<file path="config.mk">
export PLATFORM = sky130hd
export DESIGN_NAME = button_event
export DESIGN_NICKNAME = d
export VERILOG_FILES = /design/src/rtl/button_event.sv
export SDC_FILE = /design/constraint.sdc
export NUM_CORES = 1
export LEC_CHECK = 0
export CELL_PAD_IN_SITES_DETAIL_PLACEMENT = 0
export CELL_PAD_IN_SITES_GLOBAL_PLACEMENT = 2
export CORE_MARGIN = 2
export CORE_UTILIZATION = 34
export DETAILED_ROUTE_END_ITERATION = 8
export MAX_ROUTING_LAYER = met4
export PLACE_DENSITY_LB_ADDON = 0.1
export SETUP_SLACK_MARGIN = 0.3
export SYNTH_ARGS = -nofsm -noshare
export SYNTH_HDL_FRONTEND = slang
export SYNTH_SLANG_ARGS = --single-unit
</file>
<file path="constraint.sdc">
create_clock -name i_clk -period 1.75 [get_ports i_clk]
set_input_delay 0.175 -clock i_clk [delete_from_list [all_inputs] [get_ports i_clk]]
set_output_delay 0.175 -clock i_clk [all_outputs]
set_load 0.02 [all_outputs]
</file>
<file path="src/rtl/button_event.sv">
// Button event classifier: turns a debounced button level into single-click,
// double-click and long-press pulses, plus a held level and a busy flag.
//
// Ports:
//   i_clk      system clock, all state changes on its rising edge
//   i_reset_n  asynchronous active-low reset
//   i_btn      debounced button level, 1 = pressed, synchronous to i_clk
//   o_single   one-cycle pulse, single click recognised
//   o_double   one-cycle pulse, double click recognised
//   o_long     one-cycle pulse, long press recognised
//   o_held     level, high while a recognised long press is still held
//   o_busy     level, high whenever the FSM is not idle
module button_event #(
    parameter int unsigned CLOCK_RATE = 16_000_000,
    parameter int unsigned LONG_MS    = 500,
    parameter int unsigned GAP_MS     = 250
) (
    input  logic i_clk,
    input  logic i_reset_n,
    input  logic i_btn,
    output logic o_single,
    output logic o_double,
    output logic o_long,
    output logic o_held,
    output logic o_busy
);

    localparam int unsigned TICKS_PER_MS = CLOCK_RATE / 1000;
    localparam int unsigned LONG_TICKS   = TICKS_PER_MS * LONG_MS;
    localparam int unsigned GAP_TICKS    = TICKS_PER_MS * GAP_MS;

    // One counter serves both the long-press and the release-gap timeouts,
    // so it is sized for the larger of the two.
    localparam int unsigned MAX_TICKS =
        (LONG_TICKS > GAP_TICKS) ? LONG_TICKS : GAP_TICKS;
    localparam int unsigned CNT_W = $clog2(MAX_TICKS);

    localparam logic [CNT_W-1:0] LONG_LAST = CNT_W'(LONG_TICKS - 1);
    localparam logic [CNT_W-1:0] GAP_LAST  = CNT_W'(GAP_TICKS - 1);
    localparam logic [CNT_W-1:0] CNT_SAT   = CNT_W'(MAX_TICKS - 1);

    typedef enum logic [2:0] {
        IDLE,
        PRESS1,
        GAP,
        PRESS2,
        LONG
    } state_e;

    state_e           state_q;
    state_e           state_d;
    logic [CNT_W-1:0] cnt_q;
    logic [CNT_W-1:0] cnt_d;

    logic single_q;
    logic single_d;
    logic double_q;
    logic double_d;
    logic long_q;
    logic long_d;
    logic held_q;
    logic held_d;
    logic busy_q;
    logic busy_d;

    // Next-state and pulse decode. In every branch the button edge is
    // tested before the counter, so an edge that coincides with expiry
    // wins and the timeout is not taken.
    always_comb begin
        state_d  = state_q;
        single_d = 1'b0;
        double_d = 1'b0;
        long_d   = 1'b0;

        unique case (state_q)
            IDLE: begin
                if (i_btn) begin
                    state_d = PRESS1;
                end
            end

            PRESS1: begin
                if (!i_btn) begin
                    state_d = GAP;
                end else if (cnt_q == LONG_LAST) begin
                    state_d = LONG;
                    long_d  = 1'b1;
                end
            end

            GAP: begin
                if (i_btn) begin
                    state_d = PRESS2;
                end else if (cnt_q == GAP_LAST) begin
                    state_d  = IDLE;
                    single_d = 1'b1;
                end
            end

            PRESS2: begin
                if (!i_btn) begin
                    state_d  = IDLE;
                    double_d = 1'b1;
                end else if (cnt_q == LONG_LAST) begin
                    state_d = LONG;
                    long_d  = 1'b1;
                end
            end

            LONG: begin
                if (!i_btn) begin
                    state_d = IDLE;
                end
            end

            default: begin
                state_d = IDLE;
            end
        endcase
    end

    // Counter restarts on any state change and saturates rather than
    // wrapping, so a button left in LONG never re-arms a timeout.
    always_comb begin
        if (state_d != state_q) begin
            cnt_d = '0;
        end else if (cnt_q == CNT_SAT) begin
            cnt_d = cnt_q;
        end else begin
            cnt_d = cnt_q + 1'b1;
        end
    end

    // Levels are taken from the next state so they line up with the
    // pulses: o_held rises in the same cycle as o_long.
    always_comb begin
        held_d = (state_d == LONG);
        busy_d = (state_d != IDLE);
    end

    always_ff @(posedge i_clk or negedge i_reset_n) begin
        if (!i_reset_n) begin
            state_q <= IDLE;
            cnt_q   <= '0;
        end else begin
            state_q <= state_d;
            cnt_q   <= cnt_d;
        end
    end

    always_ff @(posedge i_clk or negedge i_reset_n) begin
        if (!i_reset_n) begin
            single_q <= 1'b0;
            double_q <= 1'b0;
            long_q   <= 1'b0;
            held_q   <= 1'b0;
            busy_q   <= 1'b0;
        end else begin
            single_q <= single_d;
            double_q <= double_d;
            long_q   <= long_d;
            held_q   <= held_d;
            busy_q   <= busy_d;
        end
    end

    assign o_single = single_q;
    assign o_double = double_q;
    assign o_long   = long_q;
    assign o_held   = held_q;
    assign o_busy   = busy_q;

endmodule

</file>
==> flow_summary_export.csv, run 1 <==
group,metric,value,unit
synth,synthesis.area,0.001602,mm2
global_routing,grt_pass1_wl,6465,um
placement,portBuffers,7,
layout,diodes,0,
synth,ys_warn_count,0,
floorplanning,coreArea,0.004444,mm2
floorplanning,die_h,72.63,um
layout,layout.nets,206,
layout,final_core_util,0.4775,
critical_path,rrSetupSlack,-0.13,ns
sta,rsz0062_at_grt,"true",
synth,yosysSeqAreaShare,0.4844,
layout,stdcell_area,0.002122,mm2
run,cap_viol_max_count,0,
critical_path,critical_path_class,"reg2reg",
pwr,peakVddDrop,427.5,uV
floorplanning,start_util,0.3604,
hold_path,hold_path_class,"in2async",
critical_path,r2r_start,"cnt_q[11]$_DFFE_PN0P_",
critical_path,crit_required,1.91,ns
global_routing,grt_max_degree,32,
synth,syn_nets,165,
placement,gp_congestion,0.7757,
critical_path,path_max_fanout,8,
routing,wl_per_cell,14.82,um
pwr,p_comb_frac,0.099,
pwr,power_leakage,0.8991,nW
sta,finClkSkew,0.005917,ns
synth,ys_ff_latch,31,
routing,drt_iter0_drc,51,
critical_path,rr_worst_depth,6,
pwr,cell_internal_pwr,1.062,mW
global_routing,busiest_layer,"met2",
sta,max_freq,531.5,MHz
layout,final_cell_count_no_fill,253,
sta,worst_slack,-0.1315,ns
floorplanning,row_count,24,
synth,yosys_most_used_dff,"dfrtp_1",
global_routing,gr-usage-met3,0.04558,
layout,drive_gt1_frac,0.2935,
placement,placed_cell_area,0.001928,mm2
critical_path,cp-end-kind,"flip-flop",
routing,drt_wl_total,3749,um
sta,hold_viol_final,0,
pwr,power_switching_share,0.2383,
critical_path,arrival,2.05,ns
global_routing,antenna_found_initial,0,
global_routing,use_met2,0.2667,
layout,final_common_cell,"dfrtp_1",
synth,yosysUniqueCellTypes,38,
sta,drv_slew,0,
routing,vias,1337,
floorplanning,die_area,0.005275,mm2
floorplanning,ios,8,
sta,finalCritPeriodShare,1.075,
cts,cts-root-buf,"clkbuf_8",
cts,clock-sinks,31,
synth,synthCells,161,
sta,setup_violations,26,
global_routing,grt_pass1_vias,1341,
sta,finalCriticalPeriod,1.882,ns
routing,drc_errors,0,
routing,avgViaCountPerCell,5.285,
routing,drt_first_pass_iters,6,
critical_path,cp-start-kind,"flip-flop",
synth,synthArstFlopShare,1.000,
cts,numCtsBuffers,5,
cts,clk_latency,0.28,ns
pwr,power.switching,0.3324,mW
placement,hpwl,2733,um
synth,synth_edf_count,0,
sta,slew-limit-headroom,0.7302,
synth,synth_area_per_cell,9.947,um2
cts,clk_pin_slew_worst_paths,0.06,ns
cts,cts-hold-fix-buffers,0,
critical_path,r2r-end,"cnt_q[2]$_DFFE_PN0P_",
floorplanning,fp.dieW,72.63,um
routing,ant_nets,0,
status,violations,"negative setup slack",
cts,h-tree-depth,2,
global_routing,grt.overflow.total,0,
cts,clock_path_buffers,2,
pwr,seqPwrFrac,0.534,
pwr,power_per_cell_area,657.2,mW/mm2
status,outcome,"finished with violations",
layout,area_growth,32.50,%
layout,mostFrequentLayoutCells,"dfrtp_1, buf_4, nor2_1, nand2_1, xor2_1",
pwr,power,1.395,mW
global_routing,grt_use_total,0.1621,
cts,tritoncts,"done",
global_routing,use_met1,0.2010,
pwr,clkPwrFrac,0.366,
sta,tightest_slew,0.4048,ns
placement,dp.cells,244,
area by class of cell:
type	instances	area, um2
fillers	433	2322
multi-input cells	124	875.8
flip-flops and latches	31	775.7
repair buffers	40	332.8
clock buffers	6	72.57
well taps	52	65.06
what timing repair did:
action | CTS | global route
endpoints found under the setup margin | 30 | 30
pin swaps | 2 | 1
resized for setup | 7 | 16
buffers inserted | 2 | 1
worst max-delay path, cell delays in order (launching register included):
cell and delay, ns:
dfrtp_1 0.37, or4bb_1 0.56, nor2_4 0.16, and4b_1 0.26, a2bb2oi_4 0.19, buf_6 0.17, a211oi_2 0.05
cells by family after synthesis:
logic type / share of synthesized area
buffers and inverters: 0.02421
DFF: 0.4844
and+or+nand+nor: 0.3078
AOI/OAI and AO/OA: 0.08750
adders and majority gates: 0.007811
xor gates and xnor gates: 0.08203
muxes: 0.006250
per-layer routing:
metal / vias up / wire length [um]
met5: - / 0
met4: 0 / 17
met3: 4 / 105
met2: 21 / 1891
met1: 658 / 1734
li1: 654 / -
power groups by stage:
| stage | Clock (mW) | Combinational [mW] | Sequential [mW] |
|---|---|---|---|
| finish | 0.511 | 0.138 | 0.745 |
| detailed placement | 0 | 0.129 | 0.757 |
| floorplan | 0 | 0.0530 | 0.767 |
| global placement | 0 | 0.127 | 0.757 |
| global route | 0.564 | 0.153 | 0.746 |
| CTS | 0.535 | 0.130 | 0.744 |
metrics by stage:
stage	setup WS, ns	hold WS (ns)	TNS, ns
after floorplan	-0.1428	-0.1206	-2.691
after global placement	-0.1945	0.4922	-4.575
after detailed placement	-0.2530	0.5035	-5.987
after CTS	-0.1416	0.3115	-2.977
after global routing	-0.2333	0.3489	-5.803
final	-0.1315	0.2995	-2.701
Yosys cell counts, drive strengths merged, types with 4 or more instances:
library cell,instances,area (um2)
xnor2,6,52.55
and4,5,43.79
nand3,10,50.05
and2,4,25.02
dfrtp,31,775.7
nor3,5,36.29
a211oi,4,30.03
xor2,9,78.83
nor2,29,108.9
nand2,9,33.78
nand4,7,43.79
and3,6,37.54
registers in the layout (all words and copies together) (netlist names):
register  cells
state_q       3
o_busy        1
o_single      1
cnt_q        23
o_double      1
o_long        1
o_held        1
how the worst max path moves through the flow:
| stage | from | endpoint | slack, ns |
|---|---|---|---|
| floorplan | cnt_q[10]$_DFFE_PN0P_ | cnt_q[4]$_DFFE_PN0P_ | -0.14 |
| global placement | i_btn | cnt_q[2]$_DFFE_PN0P_ | -0.19 |
| detailed placement | i_btn | cnt_q[22]$_DFFE_PN0P_ | -0.25 |
| CTS | cnt_q[9]$_DFFE_PN0P_ | cnt_q[22]$_DFFE_PN0P_ | -0.14 |
| global route | cnt_q[9]$_DFFE_PN0P_ | cnt_q[16]$_DFFE_PN0P_ | -0.23 |
| finish | cnt_q[11]$_DFFE_PN0P_ | cnt_q[2]$_DFFE_PN0P_ | -0.13 |
(Power assumes the default switching activity.)
==> run 2, diff against run 1 <==
--- a/config.mk
+++ b/config.mk
@@ -5,11 +5,13 @@
 export SDC_FILE = /design/constraint.sdc
 export NUM_CORES = 1
 export LEC_CHECK = 0
+export ABC_CLOCK_PERIOD_IN_PS = 1750
 export CELL_PAD_IN_SITES_DETAIL_PLACEMENT = 0
 export CELL_PAD_IN_SITES_GLOBAL_PLACEMENT = 2
 export CORE_MARGIN = 2
 export CORE_UTILIZATION = 34
 export DETAILED_ROUTE_END_ITERATION = 8
+export GPL_TIMING_DRIVEN = 0
 export MAX_ROUTING_LAYER = met4
 export PLACE_DENSITY_LB_ADDON = 0.1
 export SETUP_SLACK_MARGIN = 0.3
==> run 2 against run 1 <==
Against the previous run: critical endpoint is now cnt_q[21]$_DFFE_PN0P_; cell count down 5.1%; critical path type unchanged; the flow still finishes with violations (negative setup slack); highest routed layer unchanged; maximum frequency down 7.9%; non-clock buffer count down 15; combinational power about the same; sequential cell count unchanged; global-route usage up 0.15 points.
==> flow_summary_export.csv, run 2 (synthesis gave the netlist of run 1 again) <==
group,metric,value,unit
status,outcome,"finished with violations",
status,violations,"negative setup slack",
cts,numCtsBuffers,5,
pwr,peakVddDrop,329.7,uV
routing,vias,1259,
floorplanning,ios,8,
global_routing,grt_pass1_vias,1323,
routing,drt_wl_total,3665,um
routing,ant_nets,0,
critical_path,cpPeakStageDelay,0.55,ns
cts,cts-root-buf,"clkbuf_8",
critical_path,path_max_fanout,10,
pwr,power_leakage,0.8222,nW
layout,mostFrequentLayoutCells,"dfrtp_1, nor2_1, buf_4, nand2_1, xor2_1",
floorplanning,fp.dieW,72.63,um
layout,layout.nets,191,
floorplanning,die_h,72.63,um
layout,top_regs,"cnt_q x23, state_q x3",
sta,slew-limit-headroom,0.4554,
sta,finalCritPeriodShare,1.168,
sta,max_freq,489.3,MHz
critical_path,cp_cell_sequence,"or4_4 -> nor3_4 -> and4b_1 -> a2bb2oi_4 -> buf_6 -> nor2_1",
cts,clk_pin_slew_worst_paths,0.06,ns
floorplanning,die_area,0.005275,mm2
cts,h-tree-depth,2,
pwr,seqPwrFrac,0.501,
pwr,p_comb_frac,0.090,
critical_path,cp-end-kind,"flip-flop",
sta,worst_slack,-0.2937,ns
layout,final_core_util,0.4575,
layout,drive_gt1_frac,0.2500,
layout,diodes,0,
sta,hold_viol_final,0,
routing,drc_errors,0,
critical_path,rrSetupSlack,-0.29,ns
global_routing,antenna_found_initial,0,
critical_path,path_depth,6,
placement,hpwl,2455,um
pwr,power.switching,0.3455,mW
critical_path,crit_start,"cnt_q[9]$_DFFE_PN0P_",
cts,tritoncts,"done",
critical_path,r2r-end,"cnt_q[21]$_DFFE_PN0P_",
global_routing,grt_use_total,0.1636,
placement,dp.cells,221,
layout,area_growth,26.95,%
sta,tightest_slew,0.8143,ns
critical_path,critical_path_class,"reg2reg",
hold_path,hold_path_class,"in2async",
layout,final_common_cell,"dfrtp_1",
cts,clk_latency,0.28,ns
routing,wl_per_cell,15.27,um
critical_path,worst-path-buf-inv,1,
sta,finalCriticalPeriod,2.044,ns
global_routing,grt_max_degree,17,
critical_path,crit_required,1.92,ns
layout,largest_reg_flops,23,
floorplanning,coreArea,0.004444,mm2
critical_path,endpoint,"cnt_q[21]$_DFFE_PN0P_",
sta,finClkSkew,0.002921,ns
critical_path,cp_top_family,"simple AND/OR/NAND/NOR gates",
pwr,clkPwrFrac,0.409,
sta,rsz0062_at_grt,"true",
routing,drt_first_pass_iters,4,
sta,setup_violations,29,
routing,drt_iter0_drc,44,
sta,drv_slew,0,
pwr,cell_internal_pwr,1.155,mW
critical_path,arrival,2.22,ns
critical_path,rr_worst_depth,6,
layout,regMostFlops,"cnt_q",
pwr,power_switching_share,0.2302,
global_routing,grt.overflow.total,0,
placement,gp_congestion,0.7871,
layout,final_cell_count_no_fill,240,
floorplanning,row_count,24,
pwr,power_per_cell_area,738.1,mW/mm2
cts,clock_path_buffers,2,
critical_path,critical_path.slowest_cell,"or4_4",
sta,fin_hold_ws,0.3631,ns
placement,portBuffers,7,
pwr,power,1.501,mW
critical_path,cp-start-kind,"flip-flop",
global_routing,grt_pass1_wl,6327,um
routing,avgViaCountPerCell,5.246,
critical_path,r2r_start,"cnt_q[9]$_DFFE_PN0P_",
floorplanning,start_util,0.3604,
cts,clock-sinks,31,
run,cap_viol_max_count,0,
-- run 2: changes by cell type in the layout (fill, tap and decap cells not counted), moves of 2 or more --
cell	change
clkbuf_8	+2
nor2_1	-5
nor2_2	+5
dfrtp_1	-2
buf_4	-19
clkbuf_1	+2
dfrtp_2	+2
-- run 2: timing repair --
| item | in CTS | in global routing |
|---|---|---|
| pin swaps | 5 | 5 |
| endpoints found under the setup margin | 30 | 30 |
| cloned | 1 | 0 |
| buffers inserted | 8 | 2 |
| hold buffers | 0 | 0 |
| gates resized for setup | 12 | 11 |
-- run 2: worst min path at each step --
| stage | endpoint | slack (ns) | from | cells after the start |
|---|---|---|---|---|
| after floorplan | cnt_q[0]$_DFFE_PN0P_ | -0.12 | i_reset_n | 0 |
| after global placement | cnt_q[6]$_DFFE_PN0P_ | 0.48 | cnt_q[6]$_DFFE_PN0P_ | 1 |
| after detailed placement | cnt_q[6]$_DFFE_PN0P_ | 0.50 | cnt_q[6]$_DFFE_PN0P_ | 1 |
| after CTS | o_held$_DFF_PN0_ | 0.38 | i_reset_n | 1 |
| after global routing | cnt_q[19]$_DFFE_PN0P_ | 0.42 | i_reset_n | 1 |
| final | o_held$_DFF_PN0_ | 0.36 | i_reset_n | 1 |
-- run 2: through the flow --
| stage | setup TNS [ns] | worst slack (ns) | area (um2) |
|---|---|---|---|
| 6_report | -6.813 | -0.2937 | 2033 |
| 5_1_grt | -9.198 | -0.3841 | 2033 |
| 4_1_cts | -6.186 | -0.2645 | 1979 |
| 3_5_place_dp | -7.761 | -0.3464 | 1775 |
| 3_3_place_gp | -10.35 | -0.3574 | 1748 |
| 2_1_floorplan | -2.691 | -0.1428 | 1613 |
-- run 2: power groups by stage --
stage | combinational, mW | sequential [mW] | clock, mW
6_report | 0.135 | 0.751 | 0.614
4_1_cts | 0.135 | 0.750 | 0.633
5_1_grt | 0.152 | 0.752 | 0.664
2_1_floorplan | 0.0530 | 0.767 | 0
3_5_place_dp | 0.111 | 0.765 | 0
3_3_place_gp | 0.102 | 0.765 | 0
-- run 2: worst register-to-register path, cell delays in order (launching register included) --
cell and delay (ns):
dfrtp_1 0.39, or4_4 0.55, nor3_4 0.23, and4b_1 0.29, a2bb2oi_4 0.24, buf_6 0.18
nor2_1 0.05
-- run 2: area by class of cell --
type | instances | area (um2)
Timing Repair Buffer | 19 | 183.9
Tap cell | 52 | 65.06
Multi-Input combinational cell | 124 | 859.6
Fill cell | 425 | 2411
Sequential cell | 31 | 778.2
Buffer | 6 | 46.29
Clock buffer | 8 | 100.1
-- run 2: metal layers --
layer,GRT usage,share of wire
met5,-,0
met4,0.05556,0.015
met3,0.03729,0.025
met2,0.2717,0.47
met1,0.1960,0.49
==> run 3, diff against run 2 <==
--- a/config.mk
+++ b/config.mk
@@ -5,11 +5,11 @@
 export SDC_FILE = /design/constraint.sdc
 export NUM_CORES = 1
 export LEC_CHECK = 0
-export ABC_CLOCK_PERIOD_IN_PS = 1750
+export ABC_CLOCK_PERIOD_IN_PS = 2600
 export CELL_PAD_IN_SITES_DETAIL_PLACEMENT = 0
 export CELL_PAD_IN_SITES_GLOBAL_PLACEMENT = 2
 export CORE_MARGIN = 2
-export CORE_UTILIZATION = 34
+export CORE_UTILIZATION = 41
 export DETAILED_ROUTE_END_ITERATION = 8
 export GPL_TIMING_DRIVEN = 0
 export MAX_ROUTING_LAYER = met4
==> constraint.sdc (replaced) <==
create_clock -name i_clk -period 2.6 [get_ports i_clk]
set_input_delay 0.26 -clock i_clk [delete_from_list [all_inputs] [get_ports i_clk]]
set_output_delay 0.26 -clock i_clk [all_outputs]
set_load 0.02 [all_outputs]
==> run 3 against run 2 <==
Against the previous run: the run now ends clean; clock skew grew 0.00091 ns; sequential cell count stayed put; non-clock buffer count shrank 10; sequential share of layout area grew 3.3 points; hold slack improved by 0.069 ns; power shrank 34%; die area shrank 16%; cell count fell by 5.8%; maximum frequency down 3.4%; routed wire length fell by 7.9%; critical path type unchanged; highest routed layer unchanged.
==> flow_summary_export.csv, run 3 (synthesis gave the netlist of run 1 again) <==
group,metric,value,unit
status,outcome,"finished clean",
hold_path,hold_path_class,"in2async",
global_routing,grt_use_total,0.1860,
layout,largest_reg_flops,23,
floorplanning,start_util,0.4310,
pwr,power_leakage,0.7807,nW
cts,clock_path_buffers,2,
sta,worst_slack,0.4844,ns
sta,rsz0062_at_grt,"false",
cts,numCtsBuffers,5,
routing,drc_errors,0,
sta,fin_tns_setup,0,ns
routing,avgViaCountPerCell,5.465,
global_routing,grt_max_degree,18,
critical_path,cp-start-kind,"flip-flop",
pwr,peakVddDrop,275.6,uV
routing,drt_wl_total,3377,um
floorplanning,ios,8,
sta,finalCritPeriodShare,0.8137,
cts,clk_latency,0.28,ns
critical_path,crit_required,2.77,ns
routing,drt_iter0_drc,49,
critical_path,cp_cell_sequence,"ha_1 -> and3_1 -> nand4_1 -> or4_1 -> xor2_1 -> nor2_1",
pwr,power,0.9953,mW
routing,drt_first_pass_iters,4,
critical_path,endpoint,"cnt_q[20]$_DFFE_PN0P_",
routing,ant_nets,0,
run,cap_viol_max_count,0,
placement,dp.cells,217,
global_routing,grt_pass1_vias,1209,
global_routing,antenna_found_initial,0,
sta,hold_viol_final,0,
critical_path,cp-end-kind,"flip-flop",
critical_path,critical_path_class,"reg2reg",
critical_path,rr_worst_depth,6,
sta,max_freq,472.7,MHz
layout,layout.nets,181,
critical_path,cpPeakStageDelay,0.60,ns
sta,slew-limit-headroom,0.4842,
sta,finClkSkew,0.003829,ns
layout,diodes,0,
critical_path,r2r-end,"cnt_q[20]$_DFFE_PN0P_",
floorplanning,die_h,66.50,um
sta,setup_violations,0,
sta,finalCriticalPeriod,2.116,ns
layout,area_growth,16.64,%
critical_path,arrival,2.29,ns
floorplanning,die_area,0.004422,mm2
critical_path,r2r_start,"cnt_q[0]$_DFFE_PN0P_",
layout,final_core_util,0.5027,
layout,mostFrequentLayoutCells,"dfrtp_1, nor2_1, nand3_1, nand2_1, xor2_1",
cts,cts-hold-fix-buffers,0,
cts,clock-sinks,31,
floorplanning,coreArea,0.003716,mm2
sta,drv_slew,0,
placement,post-place-ws,0.4377,ns
layout,final_cell_count_no_fill,226,
layout,regMostFlops,"cnt_q",
layout,fillers,353,
placement,gp_congestion,0.7859,
layout,final_common_cell,"dfrtp_1",
critical_path,rrSetupSlack,0.48,ns
cts,cts-root-buf,"clkbuf_8",
cts,tritoncts,"done",
placement,hpwl,2389,um
placement,portBuffers,7,
critical_path,path_max_fanout,6,
global_routing,grt_pass1_wl,5858,um
cts,clk_pin_slew_worst_paths,0.07,ns
routing,vias,1235,
floorplanning,row_count,22,
layout,top_regs,"cnt_q x23, state_q x3",
critical_path,crit_start,"cnt_q[0]$_DFFE_PN0P_",
global_routing,grt.overflow.total,0,
cts,h-tree-depth,2,
sta,tightest_slew,0.7714,ns
critical_path,critical_path.slowest_cell,"or4_1",
floorplanning,fp.dieW,66.50,um
routing,wl_per_cell,14.94,um
layout,drive_gt1_frac,0.09551,
pwr,power_per_cell_area,532.8,mW/mm2
## run 3: cell types whose count changed in the layout (fill, tap and decap cells not counted), moves of 2 or more
cell and change:
buf_4 -9, nor2_1 +8, nor2_2 -7, a211oi_1 +3, a211oi_2 -3, a21oi_1 +2, a21oi_2 -2, and3_1 +2
and3_4 -2, buf_6 -2, dfrtp_1 +2, dfrtp_2 -2, nand3_1 +2, nand3_2 -2
## run 3: how the worst min path moves through the flow
stage | startpoint | end | slack [ns] | cells past startpoint
2_1_floorplan | i_reset_n | cnt_q[0]$_DFFE_PN0P_ | -0.04 | 0
3_3_place_gp | cnt_q[6]$_DFFE_PN0P_ | cnt_q[6]$_DFFE_PN0P_ | 0.48 | 1
3_5_place_dp | cnt_q[6]$_DFFE_PN0P_ | cnt_q[6]$_DFFE_PN0P_ | 0.49 | 1
4_1_cts | i_reset_n | o_double$_DFF_PN0_ | 0.45 | 1
5_1_grt | i_reset_n | o_double$_DFF_PN0_ | 0.46 | 1
6_report | i_reset_n | o_single$_DFF_PN0_ | 0.43 | 1
## run 3: report_power, final
part | switching (mW) | total (mW) | internal (mW)
registers | 0.0126 | 0.506 | 0.494
logic | 0.0400 | 0.0722 | 0.0323
clock network | 0.175 | 0.417 | 0.241
## run 3: final cells by class
| cell class | instances | area, um2 | share of cell area |
|---|---|---|---|
| clock buffers | 8 | 100.1 | 0.05358 |
| plain buffers | 6 | 40.04 | 0.02143 |
| repair buffers | 9 | 105.1 | 0.05626 |
| multi-input cells | 124 | 787.0 | 0.4213 |
| flip-flops and latches | 31 | 775.7 | 0.4153 |
| well taps | 48 | 60.06 | 0.03215 |
## run 3: metal layers
layer	routed length, um	share of wire	vias up	GRT usage
li1	-	-	605	-
met1	1554	0.46	610	0.2268
met2	1674	0.50	15	0.2925
met3	98	0.029	5	0.05574
met4	48	0.014	0	0.06888
met5	0	0	-	-
## run 3: timing repair
| action | CTS | global route |
|---|---|---|
| setup endpoints to repair | 0 | 21 |
| gates resized for setup | 0 | 2 |
| buffers inserted | 0 | 1 |
## run 3: metrics by stage
step | hold WS, ns | area (um2)
finish | 0.4324 | 1868
CTS | 0.4520 | 1859
detailed placement | 0.4875 | 1759
floorplan | -0.03559 | 1602
global route | 0.4614 | 1868
global placement | 0.4765 | 1732
## run 3: worst max-delay path: cells and delay by family (launching register included)
kind	cells	cell delay, ns
AND/OR/NAND/NOR	4	1.24
adder cells (fa/ha/maj)	1	0.20
flip-flops	1	0.40
XOR/XNOR	1	0.15
